[src/rtl/upsample_pkg.sv]
// rtl/upsample_pkg.sv - shared FSM state type and default timing constants for upsample_scheduler
package upsample_pkg;

  localparam int DEF_CYCLES_PER_SAMPLE = 2272;
  localparam int DEF_UPSAMPLE_FACTOR   = 16;
  localparam int DEF_CYCLES_PER_SUB    = DEF_CYCLES_PER_SAMPLE / DEF_UPSAMPLE_FACTOR;

  typedef enum logic [1:0] {
    ST_IDLE  = 2'd0,
    ST_PRIME = 2'd1,
    ST_RUN   = 2'd2
  } sched_state_e;

endpackage

[src/rtl/sample_fifo.sv]
// rtl/sample_fifo.sv - synchronous sample FIFO with flush and occupancy output
// DEPTH must be a power of two so the pointers wrap naturally.
module sample_fifo #(
  parameter int DEPTH = 4,
  parameter int WIDTH = 16
) (
  input  logic                     clk,
  input  logic                     rst,
  input  logic                     flush,
  input  logic                     push,
  input  logic [WIDTH-1:0]         push_data,
  input  logic                     pop,
  output logic [WIDTH-1:0]         head,
  output logic [$clog2(DEPTH):0]   level
);

  localparam int PTR_W = (DEPTH > 1) ? $clog2(DEPTH) : 1;
  localparam int LVL_W = $clog2(DEPTH) + 1;

  logic [WIDTH-1:0] mem_q [DEPTH];
  logic [WIDTH-1:0] mem_d [DEPTH];
  logic [PTR_W-1:0] wr_ptr_q, wr_ptr_d;
  logic [PTR_W-1:0] rd_ptr_q, rd_ptr_d;
  logic [LVL_W-1:0] level_q, level_d;
  logic             empty, full, push_ok, pop_ok;

  always_comb begin
    empty    = (level_q == '0);
    full     = (level_q == LVL_W'(DEPTH));
    pop_ok   = pop && !empty;
    // a pop frees the slot the push lands in, so a full FIFO still accepts
    push_ok  = push && (!full || pop_ok);
    mem_d    = mem_q;
    wr_ptr_d = wr_ptr_q;
    rd_ptr_d = rd_ptr_q;
    level_d  = level_q;
    if (push_ok) begin
      mem_d[wr_ptr_q] = push_data;
      wr_ptr_d        = wr_ptr_q + 1'b1;
    end
    if (pop_ok) begin
      rd_ptr_d = rd_ptr_q + 1'b1;
    end
    case ({push_ok, pop_ok})
      2'b10:   level_d = level_q + 1'b1;
      2'b01:   level_d = level_q - 1'b1;
      default: level_d = level_q;
    endcase
    if (flush) begin
      wr_ptr_d = '0;
      rd_ptr_d = '0;
      level_d  = '0;
    end
  end

  always_ff @(posedge clk) begin
    mem_q <= mem_d;
  end

  always_ff @(posedge clk) begin
    if (rst) begin
      wr_ptr_q <= '0;
      rd_ptr_q <= '0;
      level_q  <= '0;
    end else begin
      wr_ptr_q <= wr_ptr_d;
      rd_ptr_q <= rd_ptr_d;
      level_q  <= level_d;
    end
  end

  assign head  = mem_q[rd_ptr_q];
  assign level = level_q;

endmodule

[src/rtl/upsample_scheduler.sv]
// rtl/upsample_scheduler.sv - paces FIFO'd synth samples out at one strobe per base period
// Optional underrun statistics counter enabled by defining UPSAMPLE_SCHED_STATS_EN.
module upsample_scheduler
  import upsample_pkg::*;
#(
  parameter int CYCLES_PER_SAMPLE = DEF_CYCLES_PER_SAMPLE,
  parameter int UPSAMPLE_FACTOR   = DEF_UPSAMPLE_FACTOR,
  parameter int FIFO_DEPTH        = 4,
  parameter int PRIME_LEVEL       = 2
) (
  input  logic                          clk,
  input  logic                          rst,
  input  logic                          enable,
  input  logic [15:0]                   s_data,
  input  logic                          s_valid,
  output logic                          s_ready,
  output logic [15:0]                   sample_out,
  output logic                          sample_out_valid,
  output logic [3:0]                    phase_index,
  output logic [$clog2(FIFO_DEPTH):0]   fifo_level,
  output logic [15:0]                   underrun_count,
  output logic                          running
);

  localparam int SUB_CYCLES = CYCLES_PER_SAMPLE / UPSAMPLE_FACTOR;
  localparam int BASE_W     = (CYCLES_PER_SAMPLE > 1) ? $clog2(CYCLES_PER_SAMPLE) : 1;
  localparam int SUB_W      = (SUB_CYCLES > 1) ? $clog2(SUB_CYCLES) : 1;
  localparam int LVL_W      = $clog2(FIFO_DEPTH) + 1;

  localparam logic [BASE_W-1:0] BASE_LAST  = BASE_W'(CYCLES_PER_SAMPLE - 1);
  localparam logic [SUB_W-1:0]  SUB_LAST   = SUB_W'(SUB_CYCLES - 1);
  localparam logic [3:0]        PHASE_LAST = 4'(UPSAMPLE_FACTOR - 1);
  localparam logic [LVL_W-1:0]  PRIME_LVL  = LVL_W'(PRIME_LEVEL);
  localparam logic [LVL_W-1:0]  FULL_LVL   = LVL_W'(FIFO_DEPTH);

  sched_state_e      state_q, state_d;
  logic [BASE_W-1:0] base_cnt_q, base_cnt_d;
  logic [SUB_W-1:0]  sub_cnt_q, sub_cnt_d;
  logic [3:0]        phase_q, phase_d;
  logic              strobe_q, strobe_d;
  logic [15:0]       sample_out_q, sample_out_d;
  logic              run_now, run_next, push, pop;
  logic [15:0]       fifo_head;

  always_comb begin
    state_d = state_q;
    case (state_q)
      ST_IDLE:  state_d = ST_PRIME;
      ST_PRIME: if (fifo_level >= PRIME_LVL) state_d = ST_RUN;
      ST_RUN:   state_d = ST_RUN;
      default:  state_d = ST_IDLE;
    endcase
    if (!enable) state_d = ST_IDLE;
  end

  // Strobe, pop and the new sample are all decided one cycle ahead and
  // registered together, so the popped value lands on sample_out with its strobe.
  always_comb begin
    run_now    = (state_q == ST_RUN);
    run_next   = (state_d == ST_RUN);
    base_cnt_d = '0;
    if (run_next && run_now) begin
      base_cnt_d = (base_cnt_q == BASE_LAST) ? '0 : base_cnt_q + 1'b1;
    end
    strobe_d  = run_next && (base_cnt_d == '0);
    sub_cnt_d = (!run_next || strobe_d || sub_cnt_q == SUB_LAST) ? '0 : sub_cnt_q + 1'b1;
    phase_d   = phase_q;
    if (!run_next || strobe_d) begin
      phase_d = '0;
    end else if (sub_cnt_q == SUB_LAST) begin
      phase_d = (phase_q == PHASE_LAST) ? '0 : phase_q + 1'b1;
    end
    pop          = strobe_d && (fifo_level != '0);
    sample_out_d = sample_out_q;
    if (!run_next) begin
      sample_out_d = '0;
    end else if (pop) begin
      sample_out_d = fifo_head;
    end
    s_ready = (state_q != ST_IDLE) && (fifo_level < FULL_LVL);
    push    = s_valid && s_ready;
  end

  always_ff @(posedge clk) begin
    if (rst) begin
      state_q      <= ST_IDLE;
      base_cnt_q   <= '0;
      sub_cnt_q    <= '0;
      phase_q      <= '0;
      strobe_q     <= 1'b0;
      sample_out_q <= '0;
    end else begin
      state_q      <= state_d;
      base_cnt_q   <= base_cnt_d;
      sub_cnt_q    <= sub_cnt_d;
      phase_q      <= phase_d;
      strobe_q     <= strobe_d;
      sample_out_q <= sample_out_d;
    end
  end

  sample_fifo #(
    .DEPTH (FIFO_DEPTH),
    .WIDTH (16)
  ) u_fifo (
    .clk       (clk),
    .rst       (rst),
    .flush     (!enable),
    .push      (push),
    .push_data (s_data),
    .pop       (pop),
    .head      (fifo_head),
    .level     (fifo_level)
  );

`ifdef UPSAMPLE_SCHED_STATS_EN
  logic [15:0] underrun_q, underrun_d;

  always_comb begin
    underrun_d = underrun_q;
    if (strobe_d && (fifo_level == '0) && (underrun_q != 16'hFFFF)) begin
      underrun_d = underrun_q + 1'b1;
    end
  end

  always_ff @(posedge clk) begin
    if (rst) begin
      underrun_q <= '0;
    end else begin
      underrun_q <= underrun_d;
    end
  end

  assign underrun_count = underrun_q;
`else
  assign underrun_count = 16'h0000;
`endif

  assign sample_out       = sample_out_q;
  assign sample_out_valid = strobe_q;
  assign phase_index      = phase_q;
  assign running          = run_now;

endmodule

[config.mk]
export PLATFORM = sky130hd
export DESIGN_NAME = upsample_scheduler
export DESIGN_NICKNAME = d
export VERILOG_FILES = /design/src/rtl/upsample_pkg.sv /design/src/rtl/sample_fifo.sv /design/src/rtl/upsample_scheduler.sv
export SDC_FILE = /design/constraint.sdc
export NUM_CORES = 1
export LEC_CHECK = 0
export CAP_MARGIN = 20
export CORE_MARGIN = 2
export CORE_UTILIZATION = 35
export DETAILED_ROUTE_END_ITERATION = 8
export GPL_ROUTABILITY_DRIVEN = 1
export GPL_TIMING_DRIVEN = 0
export HOLD_SLACK_MARGIN = 0.12
export PLACE_DENSITY = 0.58
export SYNTH_ARGS = -nofsm -noshare
export SYNTH_HDL_FRONTEND = slang
export SYNTH_SLANG_ARGS = --single-unit
[constraint.sdc]
create_clock -name clk -period 5.25 [get_ports clk]
set_clock_uncertainty 0.1 [all_clocks]
set_input_delay 0.7875 -clock clk [delete_from_list [all_inputs] [get_ports clk]]
set_output_delay 0.7875 -clock clk [all_outputs]
set_load 0.03 [all_outputs]
# Yosys cells after proc, flatten, opt, wreduce, memory -nomap -nowiden
# Cells that the tools add are included.
[classes]
add_sub_neg = 7
n_lt_le_gt_ge = 5
n_eq_ne = 9
n_mux = 13
bitwise = 4
n_reduce_logical = 24
[ops]
columns = ["operator", "n"]
rows = [
  ["64-bit bitwise mux", 1],
  ["16-bit 2-to-1 mux", 3],
  ["16-bit binary-select mux with 2-bit select", 1],
  ["16-bit demux with 2-bit select", 1],
  ["12-bit 2-to-1 mux", 2],
  ["12-bit by 1-bit adder with 12-bit output, second input constant", 1],
  ["12-bit == test, second input constant", 1],
  ["12-bit logical NOT", 1],
  ["8-bit by 1-bit adder with 8-bit output, second input constant", 1],
  ["8-bit == test, second input constant", 1],
  ["1-bit logical AND", 8],
  ["2-bit OR reduction", 4],
  ["2-bit == test, second input constant", 3],
  ["3-bit >= comparator, second input constant", 2],
  ["2-bit inverter with 3-bit output", 2],
  ["2-bit one-hot mux with 3 select lines", 1],
  ["3-bit one-hot mux with 2 select lines", 1],
  ["2-bit by 1-bit adder with 2-bit output, second input constant", 2],
  ["4-bit by 1-bit adder with 4-bit output, second input constant", 1],
  ["2-bit by 1-bit == test with 1-bit output, second input constant", 2],
  ["4-bit == test, second input constant", 1],
  ["2-bit 2-to-1 mux", 2],
  ["4-bit 2-to-1 mux", 1],
  ["2-bit nonzero test", 2],
  ["12 further kinds", 17],
]
[totals]
ff_bits = 114
in_bits = 20
output_inout_bits = 42
elab_cells = 75

# Logic depth before layout (Yosys ltp)
# Gate-level depths: netlist of the first run.
[depth]
depth_word = 15
ltp_mapped = 15

# Cells and area by module
# From an unflattened synthesis of the first run, not the netlist that was laid out.
[unflattened]
cells_unflattened = 384
hier_area_um2 = 4958.5
[by_module_without_submodules]
columns = ["mod", "n_inst", "cells_each", "area_each_um2", "seq_area_each_um2"]
rows = [
  ["sample_fifo", 1, 133, 2741.4, 2062.0],
  ["upsample_scheduler", 1, 251, 2217.1, 860.8],
]

# Worst setup path after synthesis of the first run
# No wires, ideal clock.
[synth_path]
path_type = "reg2reg"
start = "register base_cnt_q[1]"
end = "register u_fifo.level_q[2], in the netlist u_fifo.level[2]"
setup_ns = 0.070
arrival_ns = 3.362
path_slack_ns = 1.718
path_stages_with_launch = 16
n_path_buf = 2
period_less_slack_ns = 3.532
cell_sequence = "dfxtp_1 ha_1 nand4_1 o21ai_0 nand4_1 a2111oi_4 o21ai_2 buf_6 buf_8 inv_1 ha_1 inv_1 fa_1 xor2_1 or3_1 a21oi_1"
[synth_between]
elab_chain_cells = 11
[synth_lines]
columns = ["element", "line_no", "rtl"]
rows = [
  ["start: declaration", "upsample_scheduler.sv:37", "logic [BASE_W-1:0] base_cnt_q, base_cnt_d;"],
  ["start signal: assignment", "upsample_scheduler.sv:94", "base_cnt_q <= base_cnt_d;"],
  ["12-bit by 1-bit adder with 12-bit output or 12-bit == test (tied branches)", "upsample_scheduler.sv:63", "base_cnt_d = (base_cnt_q == BASE_LAST) ? '0 : base_cnt_q + 1'b1;"],
  ["12-bit 2-to-1 mux (*)", "upsample_scheduler.sv:63", ""],
  ["12-bit 2-to-1 mux (*)", "upsample_scheduler.sv:62", "if (run_next && run_now) begin"],
  ["12-bit logical NOT (*)", "upsample_scheduler.sv:65", "strobe_d = run_next && (base_cnt_d == '0);"],
  ["1-bit logical AND (*)", "upsample_scheduler.sv:65", ""],
  ["1-bit logical AND (*)", "upsample_scheduler.sv:73", "pop = strobe_d && (fifo_level != '0);"],
  ["net pop", "upsample_scheduler.sv:42", "logic run_now, run_next, push, pop;"],
  ["1-bit logical AND (*)", "sample_fifo.sv:30", "pop_ok = pop && !empty;"],
  ["1-bit logical OR", "sample_fifo.sv:32", "push_ok = push && (!full || pop_ok);"],
  ["1-bit logical AND", "sample_fifo.sv:32", ""],
  ["2-bit by 1-bit == test with 1-bit output or 2-bit == test (tied branches)", "sample_fifo.sv:44", "case ({push_ok, pop_ok})"],
  ["3-bit one-hot mux with 2 select lines or 2-bit nonzero test (tied branches)", "--", ""],
  ["end signal: assignment", "sample_fifo.sv:68", "level_q <= level_d;"],
  ["end: declaration", "sample_fifo.sv:24", "logic [LVL_W-1:0] level_q, level_d;"],
]
# The timed path passes the listed nets; every way through them passes the cells marked *.
# A chain may end at the register's enable or synchronous reset.

# Worst setup path after layout of the first run
# Ends and elaborated chain as after synthesis.

==> results of run 1 <==
==> per-stage QoR <==
step                total power, mW  std cells
CTS                            2.24        651
finish                         2.22        652
detailed placement             1.03        619
global placement               1.03        619
global route                   2.28        652
floorplan                      1.00        394
==> layer usage <==
layer / share of wire / wire length (um)
met4: 0.017 / 158
met3: 0.048 / 444
met1: 0.44 / 4050
met5: 0 / 0
met2: 0.50 / 4580
==> flip-flops by register name (all words and copies together), names as in the netlist, 2 cells and up <==
name / flops
base_cnt_q: 12
phase_index: 4
sample_out: 16
state_q: 2
sub_cnt_q: 8
u_fifo.level: 3
u_fifo.mem_q: 64
u_fifo.rd_ptr_q: 2
u_fifo.wr_ptr_q: 2
==> layout make-up <==
cell class	instances	area [um2]	area share
inverters	14	52.6	0.00842
multi-input cells	236	1750	0.280
flip-flops and latches	114	2920	0.469
clock buffers	22	464	0.0744
clock inverters	10	159	0.0255
plain buffers	30	211	0.0339
well taps	180	225	0.0361
repair buffers	46	455	0.0730
==> cell usage after synthesis (all sizes together) (6+ instances only) <==
library cell / n / area share
inv: 14 / 0.011
mux4: 16 / 0.074
clkbuf: 9 / 0.0092
nand4: 8 / 0.010
nor2: 23 / 0.018
or3: 6 / 0.0082
dfxtp: 50 / 0.21
xnor2: 13 / 0.023
mux2i: 20 / 0.041
edfxtp: 64 / 0.39
ha: 9 / 0.023
and2: 6 / 0.0077
buf: 21 / 0.034
nor2b: 6 / 0.0077
xor2: 7 / 0.013
nor4: 9 / 0.012
o21ai: 9 / 0.010
nand2: 46 / 0.035
==> logic make-up after synthesis <==
| logic type | count (synthesis) | share of synthesized area |
|---|---|---|
| AO/OA/AOI/OAI | 29 | 0.0433 |
| XOR/XNOR | 20 | 0.0359 |
| adder cells (fa/ha/maj) | 10 | 0.0272 |
| buffers and inverters | 44 | 0.0541 |
| flip-flops | 114 | 0.599 |
| multiplexers | 36 | 0.115 |
| other | 1 | 0.000769 |
| AND/OR/NAND/NOR | 125 | 0.125 |
==> power groups by stage <==
stage | Combinational (mW) | Clock, mW | Sequential [mW]
final | 0.0604 | 1.20 | 0.950
after global routing | 0.0654 | 1.26 | 0.950
after floorplan | 0.0359 | 0 | 0.968
after CTS | 0.0605 | 1.23 | 0.950
after global placement | 0.0593 | 0 | 0.968
after detailed placement | 0.0602 | 0 | 0.968
==> worst min-delay path by stage <==
stage | slack, ns | cells past startpoint | to
2_1_floorplan | 0.35 | 1 | sub_cnt_q[0]
3_3_place_gp | 0.35 | 2 | sample_out[8]
3_5_place_dp | 0.35 | 2 | sample_out[8]
4_1_cts | 0.36 | 2 | sample_out[8]
5_1_grt | 0.38 | 2 | sample_out[11]
6_report | 0.36 | 2 | sample_out[11]
==> critical path, delay by kind of cell, from the launching register on <==
family	cells	cell delay (ns)
AO/OA/AOI/OAI	4	1.19
adder cells (fa/ha/maj)	3	0.84
AND/OR/NAND/NOR	3	0.74
buffers and inverters	4	0.46
flip-flops	1	0.42
XOR/XNOR	1	0.16
==> results.json, run 1 <==
{
  "status": "finished, final reports clean",
  "comb_power_share": 0.027,
  "grt_pass1_vias": 3018,
  "final_nets": 489,
  "r2r_start": "base_cnt_q[1]",
  "grtUsageMet1": 0.161,
  "initial_core_util": 0.354,
  "ant_nets": 0,
  "tightest_slew_ns": 0.952,
  "crit_chain": "ha_1 -> nand4_1 -> o21ai_0 -> nand4_1 -> a2111oi_4 -> o21ai_2 -> buf_6 -> buf_8 -> inv_1 -> ha_1 -> inv_1 -> fa_1 -> xor2_1 -> or3_1 -> a21oi_1",
  "final_cell_mix": "64 x edfxtp_1, 50 x dfxtp_1, 46 x nand2_1, 45 x clkdlybuf4s50_1, 23 x nor2_1",
  "p_leak_nw": 2.20,
  "r2r_slack_ns": 1.26,
  "ys_warn_count": 0,
  "io_pins": 62,
  "grt_use_total": 0.136,
  "syn_area_per_cell_um2": 12.9,
  "fp.dieW_um": 122,
  "grt-ovfl-total": 0,
  "cp-end-kind": "flop",
  "vdd_ir_drop_max_uv": 253,
  "dp_slack_ns": 1.24,
  "dp_hpwl_um": 6110,
  "num-fill-cells": 1290,
  "fin_ws_ns": 1.26,
  "cts_tree": "built",
  "grt_max_degree": 17,
  "clk_pin_slew_ns": 0.05,
  "die_y_um": 122,
  "dieArea_um2": 14900,
  "final_common_cell": "edfxtp_1",
  "synth_edf_count": 64,
  "clockBufferDepth": 2,
  "fin_util": 0.453,
  "post_cts_resized": 0,
  "switching_share": 0.191,
  "worstPathArrival_ns": 4.23,
  "antenna_found_initial": 0,
  "hold_start": "sample_out[11]",
  "drt-total-wl_um": 9230,
  "met2_usage": 0.225,
  "ys_types": 48,
  "maxCapViolations": 0,
  "drc": 0,
  "drv_slew": 0,
  "hold_path.class": "flop to flop",
  "ys.flop_type": "edfxtp_1",
  "power.density_nw_per_um2": 355,
  "synth_area_um2": 4880,
  "setup_viol": 0,
  "cpPeakStageDelay_ns": 0.69,
  "worstPathRequired_ns": 5.48,
  "p_clk_frac": 0.544,
  "grt_pass1_wl_um": 15000,
  "start_kind": "flop",
  "async_reset_ff_frac": 0,
  "coreArea_um2": 13800,
  "fin_tns_setup_ns": 0,
  "vias": 3029,
  "setup.worst_path.start": "base_cnt_q[1]",
  "final_cell_area_um2": 6240,
  "cts.sinks": 114,
  "htreeDepth": 4,
  "finalCritPeriodShare": 0.761,
  "gp_routability_congestion": 0.873,
  "worstSetupPathType": "flop to flop",
  "top_usage_layer": "met2",
  "r2r_end": "u_fifo.level[2]",
  "cts-root-buf": "clkbuf_16",
  "fmax_ghz": 0.250,
  "clock_latency_ns": 0.41,
  "seq_power_share": 0.429,
  "use_met3": 0.0421,
  "holdBufCountCts": 0,
  "vias_per_cell": 4.65,
  "syn_to_final_growth_pct": 27.9,
  "synth-seq-cells": 114,
  "p_int_mw": 1.79,
  "antenna_cells": 0,
  "path_max_fanout": 10,
  "p_sw_mw": 0.423,
  "drive_above_1_share": 0.159,
  "routedWlPerCell_um": 14.2,
  "crit_end": "u_fifo.level[2]",
  "cts_buffers": 17,
  "synth_cells": 379,
  "post_cts.repair.setup_buffers": 0,
  "rsz0062_at_grt": "no",
  "slew_headroom": 0.365,
  "dr.first_iter.drc_count": 149,
  "crit_slowest_cell": "a2111oi_4",
  "io_buffers": 45,
  "final-hold-violation-count": 0,
  "hold_slack_ns": 0.357,
  "seq_area_frac_synth": 0.599,
  "reg2regPathDepth": 15,
  "dr.pass1.iters": 4,
  "min_period_ns": 3.99,
  "fp-row-count": 43,
  "placed_area_um2": 5610
}
Note: power is estimated with default switching activity, not from simulation.
==> run 2, diff against run 1 <==
--- a/config.mk
+++ b/config.mk
@@ -12,7 +12,7 @@
 export GPL_ROUTABILITY_DRIVEN = 1
 export GPL_TIMING_DRIVEN = 0
 export HOLD_SLACK_MARGIN = 0.12
-export PLACE_DENSITY = 0.58
+export PLACE_DENSITY = 0.6
 export SYNTH_ARGS = -nofsm -noshare
 export SYNTH_HDL_FRONTEND = slang
 export SYNTH_SLANG_ARGS = --single-unit
==> constraint.sdc (replaced) <==
create_clock -name clk -period 3.2 [get_ports clk]
set_clock_uncertainty 0.1 [all_clocks]
set_input_delay 0.48 -clock clk [delete_from_list [all_inputs] [get_ports clk]]
set_output_delay 0.48 -clock clk [all_outputs]
set_load 0.03 [all_outputs]
==> results.json, run 2 (synthesized netlist as in run 1, its figures left out) <==
{
  "status": "finished, final reports clean",
  "clock_latency_ns": 0.41,
  "final_common_cell": "edfxtp_1",
  "clk_pin_slew_ns": 0.05,
  "top_layer_used": "met4",
  "crit_slowest_cell": "a2111o_1",
  "fin_tns_setup_ns": 0,
  "drv_slew": 0,
  "vias_per_cell": 4.76,
  "dr_wl_met3_um": 462,
  "final_cell_area_um2": 6450,
  "syn_to_final_growth_pct": 32.3,
  "path_max_fanout": 6,
  "vias": 3200,
  "maxCapViolations": 0,
  "tightest_slew_ns": 0.955,
  "final-hold-violation-count": 0,
  "io_buffers": 45,
  "hold_path.class": "flop to flop",
  "grt_pass1_wl_um": 15100,
  "multiInputGateArea_um2": 1790,
  "routedWlPerCell_um": 14.2,
  "r2r_slack_ns": 0.05,
  "start_kind": "flop",
  "final_nets": 509,
  "cp-end-kind": "flop",
  "regArea_um2": 2930,
  "initial_core_util": 0.354,
  "hold_path_depth": 2,
  "fp-row-count": 43,
  "gp_routability_congestion": 0.773,
  "p_leak_nw": 2.29,
  "finalCritPeriodShare": 0.985,
  "dr.first_iter.drc_count": 110,
  "hold_start": "sample_out[10]",
  "worstPathRequired_ns": 3.43,
  "cp_top_family": "compound AO/OA/AOI/OAI gates",
  "dieArea_um2": 14900,
  "grt_max_degree": 17,
  "worstPathArrival_ns": 3.38,
  "fin_util": 0.469,
  "cpPeakStageDelay_ns": 0.46,
  "wl_met1_um": 4050,
  "ant_nets": 0,
  "cts_buffers": 17,
  "num-fill-cells": 1273,
  "worstSetupPathType": "flop to flop",
  "vdd_ir_drop_max_uv": 399,
  "die_y_um": 122,
  "coreArea_um2": 13800,
  "dr.pass1.iters": 4,
  "rsz0062_at_grt": "yes",
  "antenna_cells": 0,
  "cts-root-buf": "clkbuf_16",
  "placed_area_um2": 5650,
  "wl_met2_um": 4890,
  "crit_buf_inv": 3,
  "hold_end": "sample_out[10]",
  "drt-total-wl_um": 9570,
  "r2r_start": "base_cnt_q[1]",
  "slew_headroom": 0.363,
  "crit_chain": "ha_4 -> or3_1 -> a2111o_1 -> a2111oi_4 -> o21ai_2 -> buf_6 -> inv_4 -> ha_4 -> inv_2 -> fa_2 -> xor2_1 -> or3_1 -> a21oi_1",
  "setup_viol": 0,
  "largest_reg_flops": 64,
  "drive_above_1_share": 0.226,
  "htreeDepth": 4,
  "top_register": "u_fifo.mem_q",
  "grt-ovfl-total": 0,
  "reg2regPathDepth": 13,
  "min_period_ns": 3.15,
  "cts_tree": "built",
  "final_cell_mix": "64 x edfxtp_1, 47 x dfxtp_1, 46 x nand2_1, 45 x clkdlybuf4s50_1, 36 x buf_4",
  "fmax_ghz": 0.317,
  "dp_hpwl_um": 6140,
  "io_pins": 62,
  "drc": 0,
  "cts.sinks": 114,
  "grt_use_total": 0.136,
  "grt_pass1_vias": 3074,
  "clockBufferDepth": 2,
  "antenna_found_initial": 0,
  "r2r_end": "u_fifo.level[2]",
  "power.density_nw_per_um2": 569,
  "fp.dieW_um": 122
}
==> run 2: changes by cell type in the layout (fill, tap and decap cells not counted), moves of 3 or more <==
cell,change
inv_6,+3
dfxtp_1,-3
clkinv_4,+3
buf_4,+20
clkbuf_1,-3
==> run 2: cell type report <==
class | instances | share of cell area
Sequential cell | 114 | 0.454
Multi-Input combinational cell | 236 | 0.278
Timing Repair Buffer | 67 | 0.0946
Clock buffer | 18 | 0.0680
Tap cell | 180 | 0.0349
Clock inverter | 14 | 0.0314
Buffer | 29 | 0.0304
Inverter | 14 | 0.00853
==> run 2: worst reg2reg max path: cells and delay by family, from the launching register on <==
kind | cells | cell delay, ns
AOI/OAI and AO/OA | 4 | 1.01
xor gates and xnor gates | 1 | 0.15
adders and majority gates | 3 | 0.63
buffers and inverters | 3 | 0.24
DFF | 1 | 0.35
and+or+nand+nor | 2 | 0.60
==> run 2: worst max-delay path by stage <==
| stage | startpoint | end | slack, ns | depth (start not counted) |
|---|---|---|---|---|
| final | base_cnt_q[1] | u_fifo.level[2] | 0.05 | 13 |
| after detailed placement | base_cnt_q[0] | u_fifo.level[2] | -0.46 | 15 |
| after CTS | base_cnt_q[1] | u_fifo.level[2] | 0.03 | 13 |
| after floorplan | base_cnt_q[1] | u_fifo.level[2] | -0.13 | 15 |
| after global routing | base_cnt_q[1] | u_fifo.level[2] | -0.11 | 13 |
| after global placement | base_cnt_q[0] | u_fifo.level[2] | -0.43 | 15 |
==> run 2: report_power, final <==
| part | leakage, nW | switching, mW | total, mW | internal (mW) |
|---|---|---|---|---|
| logic | 0.997 | 0.0557 | 0.101 | 0.0457 |
| clock network | 0.311 | 0.680 | 2.01 | 1.33 |
| registers | 0.983 | 0.00272 | 1.56 | 1.55 |
==> run 2: metrics by stage <==
stage	hold WS, ns	setup slack (ns)	total power, mW	std cells
final	0.360	0.0490	3.67	672
after CTS	0.368	0.0282	3.70	655
after floorplan	0.352	-0.126	1.65	394
after global routing	0.390	-0.107	3.78	672
after global placement	0.350	-0.431	1.69	619
after detailed placement	0.360	-0.458	1.69	619
==> run 2: per-layer routing <==
layer	track usage	vias up
met2	0.233	78
met1	0.159	1562
met3	0.0426	16
li1	-	1544
met4	0.0517	0
met5	0	-
==> run 2: repair_timing <==
item                                    CTS  global route
setup buffers                             5            16
resized for setup                         1             6
pin swaps                                 4             4
hold endpoints to repair                  0             0
endpoints found under the setup margin    2             2
cloned                                    0             0
hold buffers                              0             0
